`src/rtl/discharge_ctrl_pkg.sv`:
```
// Shared definitions for the discharge pulse control path: state codes and field widths.
package discharge_ctrl_pkg;

    localparam int STATE_W = 8;
    localparam int TIME_W  = 16;

    typedef enum logic [STATE_W-1:0] {
        S_IDLE            = 8'h00,
        S_WAIT_BREAKDOWN  = 8'h01,
        S_BUCK_INTERLEAVE = 8'h02,
        S_DEION           = 8'h80
    } state_t;

endpackage

```
`src/rtl/buck_pwm_period.sv`:
```
// One buck switching period: period counter, on-time latch at each period start, registered gate.
module buck_pwm_period
    import discharge_ctrl_pkg::*;
#(
    parameter logic [TIME_W-1:0] CYCLE_PERIOD = 16'd200
) (
    input  logic              clk,
    input  logic              rst_n,
    input  logic              enable,
    input  logic [TIME_W-1:0] on_time,
    output logic              period_start,
    output logic              period_end,
    output logic              gate
);

    localparam logic [TIME_W-1:0] LAST_PC = CYCLE_PERIOD - 16'd1;

    logic [TIME_W-1:0] pc_reg;
    logic [TIME_W-1:0] ton_reg;
    logic              running_reg;
    logic              gate_reg;

    assign period_end   = running_reg && (pc_reg == LAST_PC);
    // The first enabled edge starts a period just like a wrap does.
    assign period_start = enable && (!running_reg || period_end);
    assign gate         = gate_reg;

    always_ff @(posedge clk) begin
        if (!rst_n || !enable) begin
            pc_reg      <= '0;
            ton_reg     <= '0;
            running_reg <= 1'b0;
            gate_reg    <= 1'b0;
        end else begin
            running_reg <= 1'b1;
            if (period_start) begin
                pc_reg   <= '0;
                ton_reg  <= on_time;
                gate_reg <= (on_time != '0);
            end else begin
                pc_reg   <= pc_reg + 16'd1;
                gate_reg <= ((pc_reg + 16'd1) < ton_reg);
            end
        end
    end

endmodule

```
`src/rtl/discharge_pulse_sequencer.sv`:
```
// Sequences one discharge pulse: breakdown wait, interleaved buck discharge, de-ionisation.
module discharge_pulse_sequencer
    import discharge_ctrl_pkg::*;
#(
    parameter logic [TIME_W-1:0] CYCLE_PERIOD      = 16'd200,
    parameter logic [TIME_W-1:0] MIN_OFF_TIME      = 16'd10,
    parameter logic [TIME_W-1:0] DISCHARGE_CYCLES  = 16'd50,
    parameter logic [TIME_W-1:0] DEION_TIME        = 16'd1000,
    parameter logic [TIME_W-1:0] BREAKDOWN_TIMEOUT = 16'd20000
) (
    input  logic               clk,
    input  logic               rst_n,
    input  logic               discharge_en,
    input  logic               breakdown_detected,
    input  logic [TIME_W-1:0]  inductor_charging_time,
    output logic [TIME_W-1:0]  timer_cycle_num,
    output logic               buck_gate,
    output logic               voltage_on,
    output logic [STATE_W-1:0] state,
    output logic               pulse_done,
    output logic               open_circuit_timeout
);

    localparam logic [TIME_W-1:0] ON_MAX       = CYCLE_PERIOD - MIN_OFF_TIME;
    localparam logic [TIME_W-1:0] TIMEOUT_LAST = BREAKDOWN_TIMEOUT - 16'd1;
    localparam logic [TIME_W-1:0] DEION_LAST   = DEION_TIME - 16'd1;

    state_t            state_reg;
    logic [TIME_W-1:0] cnt_reg;
    logic [TIME_W-1:0] tcn_reg;
    logic              voltage_on_reg;
    logic              pulse_done_reg;
    logic              timeout_reg;
    logic              complete_reg;

    logic [TIME_W-1:0] on_time_clamped;
    logic              last_period;
    logic              buck_enable;
    logic              period_start;
    logic              period_end;

    assign last_period = (tcn_reg == DISCHARGE_CYCLES);

    // buck_enable is the "in BUCK after this edge" decision, so the PWM block
    // starts its first period on the very edge that sees breakdown.
    always_comb begin
        on_time_clamped = (inductor_charging_time > ON_MAX) ? ON_MAX : inductor_charging_time;
        buck_enable     = 1'b0;
        case (state_reg)
            S_WAIT_BREAKDOWN:  buck_enable = breakdown_detected;
            S_BUCK_INTERLEAVE: buck_enable = !(period_end && (last_period || !discharge_en));
            default:           buck_enable = 1'b0;
        endcase
    end

    buck_pwm_period #(
        .CYCLE_PERIOD (CYCLE_PERIOD)
    ) u_pwm (
        .clk          (clk),
        .rst_n        (rst_n),
        .enable       (buck_enable),
        .on_time      (on_time_clamped),
        .period_start (period_start),
        .period_end   (period_end),
        .gate         (buck_gate)
    );

    always_ff @(posedge clk) begin
        if (!rst_n) begin
            state_reg      <= S_IDLE;
            cnt_reg        <= '0;
            tcn_reg        <= '0;
            voltage_on_reg <= 1'b0;
            pulse_done_reg <= 1'b0;
            timeout_reg    <= 1'b0;
            complete_reg   <= 1'b0;
        end else begin
            pulse_done_reg <= 1'b0;
            timeout_reg    <= 1'b0;
            if (period_start && (tcn_reg != 16'hFFFF)) begin
                tcn_reg <= tcn_reg + 16'd1;
            end
            case (state_reg)
                S_IDLE: begin
                    if (discharge_en) begin
                        state_reg      <= S_WAIT_BREAKDOWN;
                        voltage_on_reg <= 1'b1;
                        cnt_reg        <= '0;
                    end
                end
                S_WAIT_BREAKDOWN: begin
                    if (breakdown_detected) begin
                        state_reg      <= S_BUCK_INTERLEAVE;
                        voltage_on_reg <= 1'b0;
                    end else if (cnt_reg == TIMEOUT_LAST) begin
                        state_reg      <= S_DEION;
                        voltage_on_reg <= 1'b0;
                        timeout_reg    <= 1'b1;
                        complete_reg   <= 1'b0;
                        cnt_reg        <= '0;
                    end else if (!discharge_en) begin
                        state_reg      <= S_DEION;
                        voltage_on_reg <= 1'b0;
                        complete_reg   <= 1'b0;
                        cnt_reg        <= '0;
                    end else begin
                        cnt_reg <= cnt_reg + 16'd1;
                    end
                end
                S_BUCK_INTERLEAVE: begin
                    if (!buck_enable) begin
                        state_reg    <= S_DEION;
                        complete_reg <= last_period;
                        cnt_reg      <= '0;
                    end
                end
                S_DEION: begin
                    if (cnt_reg == DEION_LAST) begin
                        state_reg      <= discharge_en ? S_WAIT_BREAKDOWN : S_IDLE;
                        voltage_on_reg <= discharge_en;
                        pulse_done_reg <= complete_reg;
                        tcn_reg        <= '0;
                        cnt_reg        <= '0;
                    end else begin
                        cnt_reg <= cnt_reg + 16'd1;
                    end
                end
                default: state_reg <= S_IDLE;
            endcase
        end
    end

    assign timer_cycle_num      = tcn_reg;
    assign voltage_on           = voltage_on_reg;
    assign state                = state_reg;
    assign pulse_done           = pulse_done_reg;
    assign open_circuit_timeout = timeout_reg;

endmodule

```
`config.mk`:
```
export PLATFORM = sky130hd
export DESIGN_NAME = discharge_pulse_sequencer
export DESIGN_NICKNAME = d
export VERILOG_FILES = /design/src/rtl/discharge_ctrl_pkg.sv /design/src/rtl/buck_pwm_period.sv /design/src/rtl/discharge_pulse_sequencer.sv
export SDC_FILE = /design/constraint.sdc
export NUM_CORES = 1
export LEC_CHECK = 0
export BUFFER_PORTS_ARGS = -buffer_cell sky130_fd_sc_hd__buf_2
export CORE_UTILIZATION = 58
export CTS_CLUSTER_DIAMETER = 200
export CTS_CLUSTER_SIZE = 20
export DETAILED_ROUTE_END_ITERATION = 8
export PLACE_DENSITY = 0.86
export SLEW_MARGIN = 20
export SYNTH_ARGS = -nofsm -noshare
export SYNTH_HDL_FRONTEND = slang
export SYNTH_SLANG_ARGS = --single-unit
```
`constraint.sdc`:
```
create_clock -name clk -period 2.7 [get_ports clk]
set_input_delay 0.405 -clock clk [delete_from_list [all_inputs] [get_ports clk]]
set_output_delay 0.405 -clock clk [all_outputs]
set_load 0.01 [all_outputs]
```
==> results by group, run 1 <==
Status
  – Outcome: finished clean

Floorplan
  – Chip height: 85.5 um
  – Die Footprint: 7320 um2
  – Starting Density: 59.9%
  – Rows: 30
  – Boundary pin count: 48
  – CORE AREA: 6760 um2
  – Die W: 85.5 um

Clock tree
  – Clk root buf: clkbuf_8
  – Worst-Skew Late Latency: 0.37 ns
  – Register clock-pin slew on the reported worst setup and hold paths: 0.09 ns
  – Clock Path Buffers: 2
  – # hold bufs at CTS: 0
  – CTS tree: done
  – H-Tree Depth: 3
  – Clock Sinks: 73
  – CTS buffer count: 9

Timing
  – Setup violations, final: 0
  – Max Freq: 389 MHz
  – Final period utilization: 95.2%
  – Slew Viols, Final: 0
  – Worst-Margin Slew: 0.774 ns
  – Final Skew: 0.0148 ns
  – Rel. slew slack: 48.2%
  – Post-route minimum period: 2.57 ns
  – Final hold viol count: 0
  – Min Hold Slack: 0.327 ns

Synth
  – Synthesized area per cell: 8.35 um2
  – Post-synth top area cell: dfxtp_1
  – Top FF cell, synth: dfxtp_1
  – Largest family of logic cells by synthesized area: simple AND/OR/NAND/NOR gates
  – Synth warnings: 0
  – Cell Area, Synth: 4050 um2
  – Top-area cell type share of the netlist area: 36.1%
  – Multiplexer share of the synthesized area: 0.247%
  – Cells after Synth: 485
  – Compound-Gate Fraction of Synth Area: 12.8%
  – Unique masters post-synth: 66
  – Asr flop ratio synth: 0%
  – Post-Synth Simple-Gate Area: 32.7%
  – Sequential-to-total area share from yosys stat: 36.1%
  – Synthesized flop and latch total: 73
  – Synth Area in XOR/XNOR: 6.49%
  – Top cells by area, synth: dfxtp_1 36%, ha_1 5.9%, xnor2_1 5.4%
  – Post-synth EDFFs: 0
  – Post-Synth Adder-Cell Area: 5.87%

Finish
  – N_diodes: 0
  – Fin util: 67.7%
  – Cell Count, Final, Fillers Out: 612
  – Most common cell after layout, fill and taps aside: dfxtp_1
  – Synth-to-Final Area Change: 13.0%
  – Share of cells above drive strength 1: 17.9%
  – Nets: 566
  – Most frequent cells in the layout: 73 x dfxtp_1, 43 x nor2_1, 42 x buf_2, 41 x nand2_1, 30 x nand3_1

Critical path
  – Critical path type: flop to flop
  – Worst path required time: 2.95 ns
  – Worst path top cell family by delay: simple AND/OR/NAND/NOR gates
  – Critical Path End Type: flop
  – Crit path max-delay cell type: or4_1
  – WP data arrival: 2.82 ns
  – Worst setup SP type: flop
  – Crit path largest cell delay: 0.57 ns
  – CP Max Fanout: 8
  – Worst path cell trace: or4_1 -> or4_4 -> o21ai_1 -> and3_1 -> a21boi_0 -> o21a_1
  – Critical path buffer and inverter count: 0

Place
  – Placed Instances: 594
  – Port Buffer Count: 42
  – RD Place Congestion: 0.844
  – DPL Wire Length: 6.58 mm

Global route
  – Vias in the first global route: 3337
  – Tot GR Track Use: 26.0%
  – Total grt overflow: 0
  – First-pass GRT wire length: 15.0 mm
  – Pin count of the biggest net entering global routing: 28
  – Antenna violations before repair: 0

Detailed routing
  – Via Count: 3692
  – Initial detailed-routing violation count: 228
  – Avg WL per Cell: 14.7 um
  – WL final: 9.01 mm
  – DRC: 0
  – DR vias/cell: 6.03
  – Pre-antenna DRT Iters: 4
  – Final ANT Viol Nets: 0

Power
  – Power Density: 543 nW/um2
  – Pleak: 1.72 nW
  – Worst vdd ir: 387 uV

Job
  – Max-cap violations: 0

Hold path
  – Worst Hold Class: input pin to flop
## worst register-to-register path, delay by kind of cell (launching register included)
family	cells	cell delay, ns
DFF	1	0.33
and+or+nand+nor	3	1.52
AOI/OAI and AO/OA	3	0.62
## synthesized netlist by cell type, drive strengths merged, types with 4 or more instances
cell type / n
a21boi: 8
a21oi: 15
and2: 19
and3: 7
and4: 6
buf: 11
clkbuf: 15
dfxtp: 73
ha: 19
inv: 26
nand2: 41
nand3: 30
nand4: 18
nand4b: 4
nor2: 43
nor3: 24
nor4: 11
o21a: 6
o21ai: 10
o221a: 5
or2: 4
or3: 5
or4: 4
xnor2: 25
xor2: 5
## stage by stage
step	area (um2)	power [W]	TNS [ns]	setup slack [ns]
floorplan	4060	0.00142	0	0.354
global placement	4320	0.00152	0	0.223
detailed placement	4320	0.00153	0	0.178
CTS	4550	0.00249	0	0.152
global route	4570	0.00259	-0.0249	-0.0249
finish	4570	0.00249	0	0.128
## layer usage
metal / up-vias / GRT usage (%) / share of wire (%)
met2: 117 / 43.1 / 48
met4: 0 / 14.4 / 2.3
li1: 1821 / - / -
met1: 1732 / 31.5 / 44
met3: 22 / 5.58 / 5.4
met5: - / 0 / 0
## logic make-up after synthesis
logic type / Yosys count
buffers and inverters: 52
muxes: 1
xor gates and xnor gates: 30
adders and majority gates: 19
and+or+nand+nor: 237
DFF: 73
AOI/OAI and AO/OA: 72
other: 1
## what timing repair did
action | CTS | global route
setup buffers | 0 | 2
resized for setup | 0 | 2
hold endpoints to repair | 0 | 0
setup endpoints to repair | 0 | 1
## final cells by class
cell class	instances	area [um2]
Multi-Input combinational cell	364	2400
Fill cell	508	2180
Sequential cell	73	1460
Timing Repair Buffer	53	293
Clock buffer	9	124
Clock inverter	7	103
Tap cell	80	100
Inverter	26	97.6
## path summary, 6_finish.rpt
check	start	endpoint	slack, ns	depth (start not counted)
worst max-delay path	u_pwm.pc_reg[12]$_SDFF_PP0_	cnt_reg[8]$_SDFFE_PN0P_	0.13	6
worst min register to register	u_pwm.ton_reg[12]$_SDFFE_PN0P_	u_pwm.ton_reg[12]$_SDFFE_PN0P_	0.45	2
worst min-delay path	inductor_charging_time[4]	u_pwm.ton_reg[4]$_SDFFE_PN0P_	0.33	2
worst max register to register	u_pwm.pc_reg[12]$_SDFF_PP0_	cnt_reg[8]$_SDFFE_PN0P_	0.13	6
## where the power goes
part           switching [W]  total, W  internal (W)
combinational       0.000222  0.000369      0.000147
clock               0.000446  0.000973      0.000528
sequential         0.0000388   0.00114       0.00110
total               0.000706   0.00249       0.00178
Note: power is estimated with default switching activity, not from simulation.
==> inputs of run 2 (changes only) <==
--- a/config.mk
+++ b/config.mk
@@ -11,6 +11,7 @@
 export CTS_CLUSTER_SIZE = 20
 export DETAILED_ROUTE_END_ITERATION = 8
 export PLACE_DENSITY = 0.86
+export RECOVER_POWER = 50
 export SLEW_MARGIN = 20
 export SYNTH_ARGS = -nofsm -noshare
 export SYNTH_HDL_FRONTEND = slang
==> results by group, run 2 (synthesis results as in run 1) <==
Floorplan
  – Boundary pin count: 48
  – Rows: 30
  – CORE AREA: 6760 um2
  – Die Footprint: 7320 um2
  – Die W: 85.5 um
  – Starting Density: 59.9%
  – Chip height: 85.5 um

Clock tree
  – Clock Sinks: 73
  – Worst-Skew Late Latency: 0.37 ns
  – Clock Path Buffers: 2
  – Clk root buf: clkbuf_8
  – Register clock-pin slew on the reported worst setup and hold paths: 0.09 ns
  – H-Tree Depth: 3
  – CTS buffer count: 9
  – CTS tree: done

Critical path
  – Critical Path End Type: flop
  – WP data arrival: 2.82 ns
  – Worst path cell trace: or4_1 -> or4_4 -> o21ai_1 -> and3_1 -> a21boi_0 -> o21a_1
  – Worst path required time: 2.95 ns
  – Critical path type: flop to flop
  – Critical path buffer and inverter count: 0
  – Worst path top cell family by delay: simple AND/OR/NAND/NOR gates
  – Crit path largest cell delay: 0.57 ns
  – Crit path max-delay cell type: or4_1
  – CP Max Fanout: 8
  – Worst setup SP type: flop

Place
  – Port Buffer Count: 42
  – Placed inst area: 4320 um2
  – DP Worst Slack: 0.178 ns
  – RD Place Congestion: 0.844
  – Placed Instances: 594
  – DPL Wire Length: 6.58 mm

Finish
  – Synth-to-Final Area Change: 12.3%
  – Nets: 566
  – Most common cell after layout, fill and taps aside: dfxtp_1
  – Share of cells above drive strength 1: 13.3%
  – Finished Cell Area: 4550 um2
  – Most frequent cells in the layout: 73 x dfxtp_1, 43 x nor2_1, 41 x nand2_1, 30 x nand3_1, 26 x inv_1
  – N_diodes: 0
  – Cell Count, Final, Fillers Out: 612

Detailed routing
  – DRC: 0
  – Final ANT Viol Nets: 0
  – Avg WL per Cell: 14.7 um
  – Pre-antenna DRT Iters: 4
  – Initial detailed-routing violation count: 190
  – DR vias/cell: 6.04
  – Via Count: 3698
  – WL final: 8.99 mm

Timing
  – Max Freq: 390 MHz
  – Post-route minimum period: 2.56 ns
  – Rel. slew slack: 47.4%
  – Final hold viol count: 0
  – Slew Viols, Final: 0
  – Min Hold Slack: 0.326 ns
  – Final period utilization: 95.0%
  – Setup violations, final: 0
  – Final WS setup: 0.136 ns
  – Worst-Margin Slew: 0.786 ns
  – Final Skew: 0.0153 ns

Job
  – Max-cap violations: 0

Global route
  – Tot GR Track Use: 26.0%
  – Total grt overflow: 0
  – Pin count of the biggest net entering global routing: 28
  – Antenna violations before repair: 0
  – Vias in the first global route: 3337
  – First-pass GRT wire length: 15.0 mm

Power
  – Worst vdd ir: 387 uV
  – Pleak: 1.61 nW
  – Total Power: 0.00248 W
  – Power Density: 547 nW/um2

Status
  – Outcome: finished clean

Hold path
  – Worst Hold Class: input pin to flop
run 2: cell types whose count changed in the layout (fill, tap and decap cells not counted):
cell / delta
and2_0: +5
clkbuf_1: +23
and2_1: -5
or2_2: -1
or2_0: +1
buf_2: -23
run 2: layer usage:
layer / routed length (um) / GRT usage [%] / share of wire (%) / up-vias
met2: 4360 / 43.1 / 48 / 115
met3: 450 / 5.58 / 5.0 / 25
met1: 3940 / 31.5 / 44 / 1734
met5: 0 / 0 / 0 / -
met4: 243 / 14.4 / 2.7 / 0
li1: - / - / - / 1824
run 2: report_power, final:
group          leakage (nW)  internal, W  switching [W]
clock                 0.110     0.000528       0.000448
sequential            0.589      0.00110      0.0000389
combinational         0.915     0.000143       0.000222
total                  1.61      0.00178       0.000709
run 2: area by class of cell:
type,count,area (um2)
inverters,26,97.6
flip-flops and latches,73,1460
clock inverters,7,103
clock buffers,9,124
repair buffers,53,264
fillers,522,2210
well taps,80,100
multi-input cells,364,2400
run 2: through the flow:
stage,TNS (ns),utilization (%)
2_1_floorplan,0,-
3_3_place_gp,0,64.0
3_5_place_dp,0,64.0
4_1_cts,0,67.3
5_1_grt,-0.0249,67.3
6_report,0,67.3
run 2: repair_timing:
| action | 4_1_cts | 5_1_grt |
|---|---|---|
| setup endpoints to repair | 0 | 1 |
| buffers inserted | 0 | 2 |
| hold buffers | 0 | 0 |
| resized for setup | 0 | 2 |
run 2: worst paths after layout:
path	depth (start not counted)	startpoint	slack, ns	end
hold reg to reg	2	u_pwm.ton_reg[12]$_SDFFE_PN0P_	0.45	u_pwm.ton_reg[12]$_SDFFE_PN0P_
setup reg to reg	6	u_pwm.pc_reg[12]$_SDFF_PP0_	0.14	cnt_reg[8]$_SDFFE_PN0P_
hold / removal	2	inductor_charging_time[4]	0.33	u_pwm.ton_reg[4]$_SDFFE_PN0P_
setup / recovery	6	u_pwm.pc_reg[12]$_SDFF_PP0_	0.14	cnt_reg[8]$_SDFFE_PN0P_
run 2: worst register-to-register path: cells and delay by family (launching register included):
family	cells	cell delay, ns
AO/OA/AOI/OAI	3	0.62
flip-flops	1	0.33
AND/OR/NAND/NOR	3	1.51
==> inputs of run 3 (changes only) <==
--- a/config.mk
+++ b/config.mk
@@ -6,11 +6,11 @@
 export NUM_CORES = 1
 export LEC_CHECK = 0
 export BUFFER_PORTS_ARGS = -buffer_cell sky130_fd_sc_hd__buf_2
-export CORE_UTILIZATION = 58
+export CORE_UTILIZATION = 63
 export CTS_CLUSTER_DIAMETER = 200
 export CTS_CLUSTER_SIZE = 20
 export DETAILED_ROUTE_END_ITERATION = 8
-export PLACE_DENSITY = 0.86
+export PLACE_DENSITY = 0.92
 export RECOVER_POWER = 50
 export SLEW_MARGIN = 20
 export SYNTH_ARGS = -nofsm -noshare
==> constraint.sdc (replaced) <==
create_clock -name clk -period 3 [get_ports clk]
set_input_delay 0.45 -clock clk [delete_from_list [all_inputs] [get_ports clk]]
set_output_delay 0.45 -clock clk [all_outputs]
set_load 0.01 [all_outputs]
==> results by group, run 3 (synthesis results as in run 1) <==
Global route
  – Total grt overflow: 0
  – Met1 Usage GRT: 36.4%
  – M2 GR Usage: 51.2%
  – Tot GR Track Use: 30.7%
  – Gr busiest metal: met2
  – Pin count of the biggest net entering global routing: 29
  – Antenna violations before repair: 0
  – Vias in the first global route: 3523
  – First-pass GRT wire length: 15.7 mm
  – Grt met3 use: 5.71%

Clock tree
  – Worst-Skew Late Latency: 0.36 ns
  – Clock Path Buffers: 2
  – Clock Sinks: 73
  – CTS buffer count: 9
  – Register clock-pin slew on the reported worst setup and hold paths: 0.08 ns
  – # Post-CTS Setup Buffers: 0
  – CTS tree: done
  – Post-CTS Resized: 0
  – Clk root buf: clkbuf_8
  – H-Tree Depth: 3
  – # hold bufs at CTS: 0

Hold path
  – Hold Crit Start: inductor_charging_time[0]
  – Worst Hold Class: input pin to flop

Floorplan
  – Starting Density: 66.8%
  – Die Footprint: 6750 um2
  – Rows: 28
  – Chip height: 82.2 um
  – Boundary pin count: 48
  – Die W: 82.2 um
  – CORE AREA: 6060 um2

Power
  – Pleak: 1.59 nW
  – Worst vdd ir: 311 uV
  – Total Power: 0.00234 W
  – Power Density: 521 nW/um2

Timing
  – Setup violations, final: 0
  – Slew Viols, Final: 0
  – Final hold viol count: 0
  – RSZ-0062 raised after global routing: false
  – Setup TNS Final: 0 ns
  – Final Skew: 0.00896 ns
  – Post-route minimum period: 2.67 ns
  – Final period utilization: 88.9%
  – Max Freq: 375 MHz
  – Worst-Margin Slew: 0.789 ns
  – Rel. slew slack: 47.2%
  – Min Hold Slack: 0.370 ns

Finish
  – N_diodes: 0
  – Share of cells above drive strength 1: 11.3%
  – Cell Count, Final, Fillers Out: 599
  – Most frequent cells in the layout: 73 x dfxtp_1, 43 x nor2_1, 41 x nand2_1, 30 x nand3_1, 26 x inv_1
  – Most common cell after layout, fill and taps aside: dfxtp_1
  – Nets: 558
  – Synth-to-Final Area Change: 11.0%
  – Fill count: 431
  – Finished Cell Area: 4490 um2

Place
  – Placed Instances: 583
  – Port Buffer Count: 42
  – Placed inst area: 4270 um2
  – DPL Wire Length: 6.65 mm
  – RD Place Congestion: 0.900

Critical path
  – Critical path type: flop to flop
  – CP Max Fanout: 5
  – Critical Path End Type: flop
  – Worst setup SP type: flop
  – Worst path required time: 3.27 ns
  – WP data arrival: 2.94 ns
  – Critical Path Source: u_pwm.pc_reg[12]$_SDFF_PP0_
  – RR Startpoint: u_pwm.pc_reg[12]$_SDFF_PP0_

Detailed routing
  – Via Count: 3839
  – Final ANT Viol Nets: 0
  – Initial detailed-routing violation count: 317
  – Pre-antenna DRT Iters: 5
  – Avg WL per Cell: 16.2 um
  – WL final: 9.69 mm
  – DRC: 0
  – DR vias/cell: 6.41

Status
  – Outcome: finished clean

Job
  – Max-cap violations: 0
## run 3: cell count changes in the layout (fill, tap and decap cells not counted), sizes merged
| cell | previous run | this run |
|---|---|---|
| buf | 30 | 21 |
| bufinv | 2 | 3 |
| clkbuf | 32 | 36 |
| clkinv | 3 | 0 |
| inv | 27 | 26 |
## run 3: through the flow
step	utilization (%)	setup WS [ns]
after floorplan	-	0.654
after global placement	70.5	0.477
after detailed placement	70.5	0.446
after CTS	74.8	0.384
after global routing	74.1	0.182
final	74.1	0.334
## run 3: final timing paths
path	endpoint	slack (ns)	cells past startpoint
max	cnt_reg[11]$_SDFFE_PN0P_	0.33	6
min	u_pwm.ton_reg[0]$_SDFFE_PN0P_	0.37	3
max reg2reg	cnt_reg[11]$_SDFFE_PN0P_	0.33	6
min reg2reg	u_pwm.ton_reg[12]$_SDFFE_PN0P_	0.45	2
## run 3: report_power, final
part	switching, W	total (W)	internal [W]
sequential	0.0000357	0.00103	0.000994
combinational	0.000201	0.000312	0.000111
clock	0.000378	0.000999	0.000621
total	0.000614	0.00234	0.00173
## run 3: cell type report
cell class	instances	area, um2	share of cell area, %
multi-input cells	364	2380	52.9
flip-flops and latches	73	1460	32.5
repair buffers	45	200	4.46
clock buffers	12	165	3.68
clock inverters	4	97.6	2.17
inverters	26	97.6	2.17
well taps	75	93.8	2.09
## run 3: critical path: stages, from the launching register on
cell      delay (ns)
dfxtp_1         0.34
or4_1           0.60
or4_4           0.57
o21a_1          0.27
nor4_1          0.51
nand4b_1        0.18
o211ai_1        0.12
## run 3: metal layers
metal,vias up,routed length (um)
li1,1816,-
met1,1783,3950
met2,207,4710
met3,33,676
met4,0,346
met5,-,0
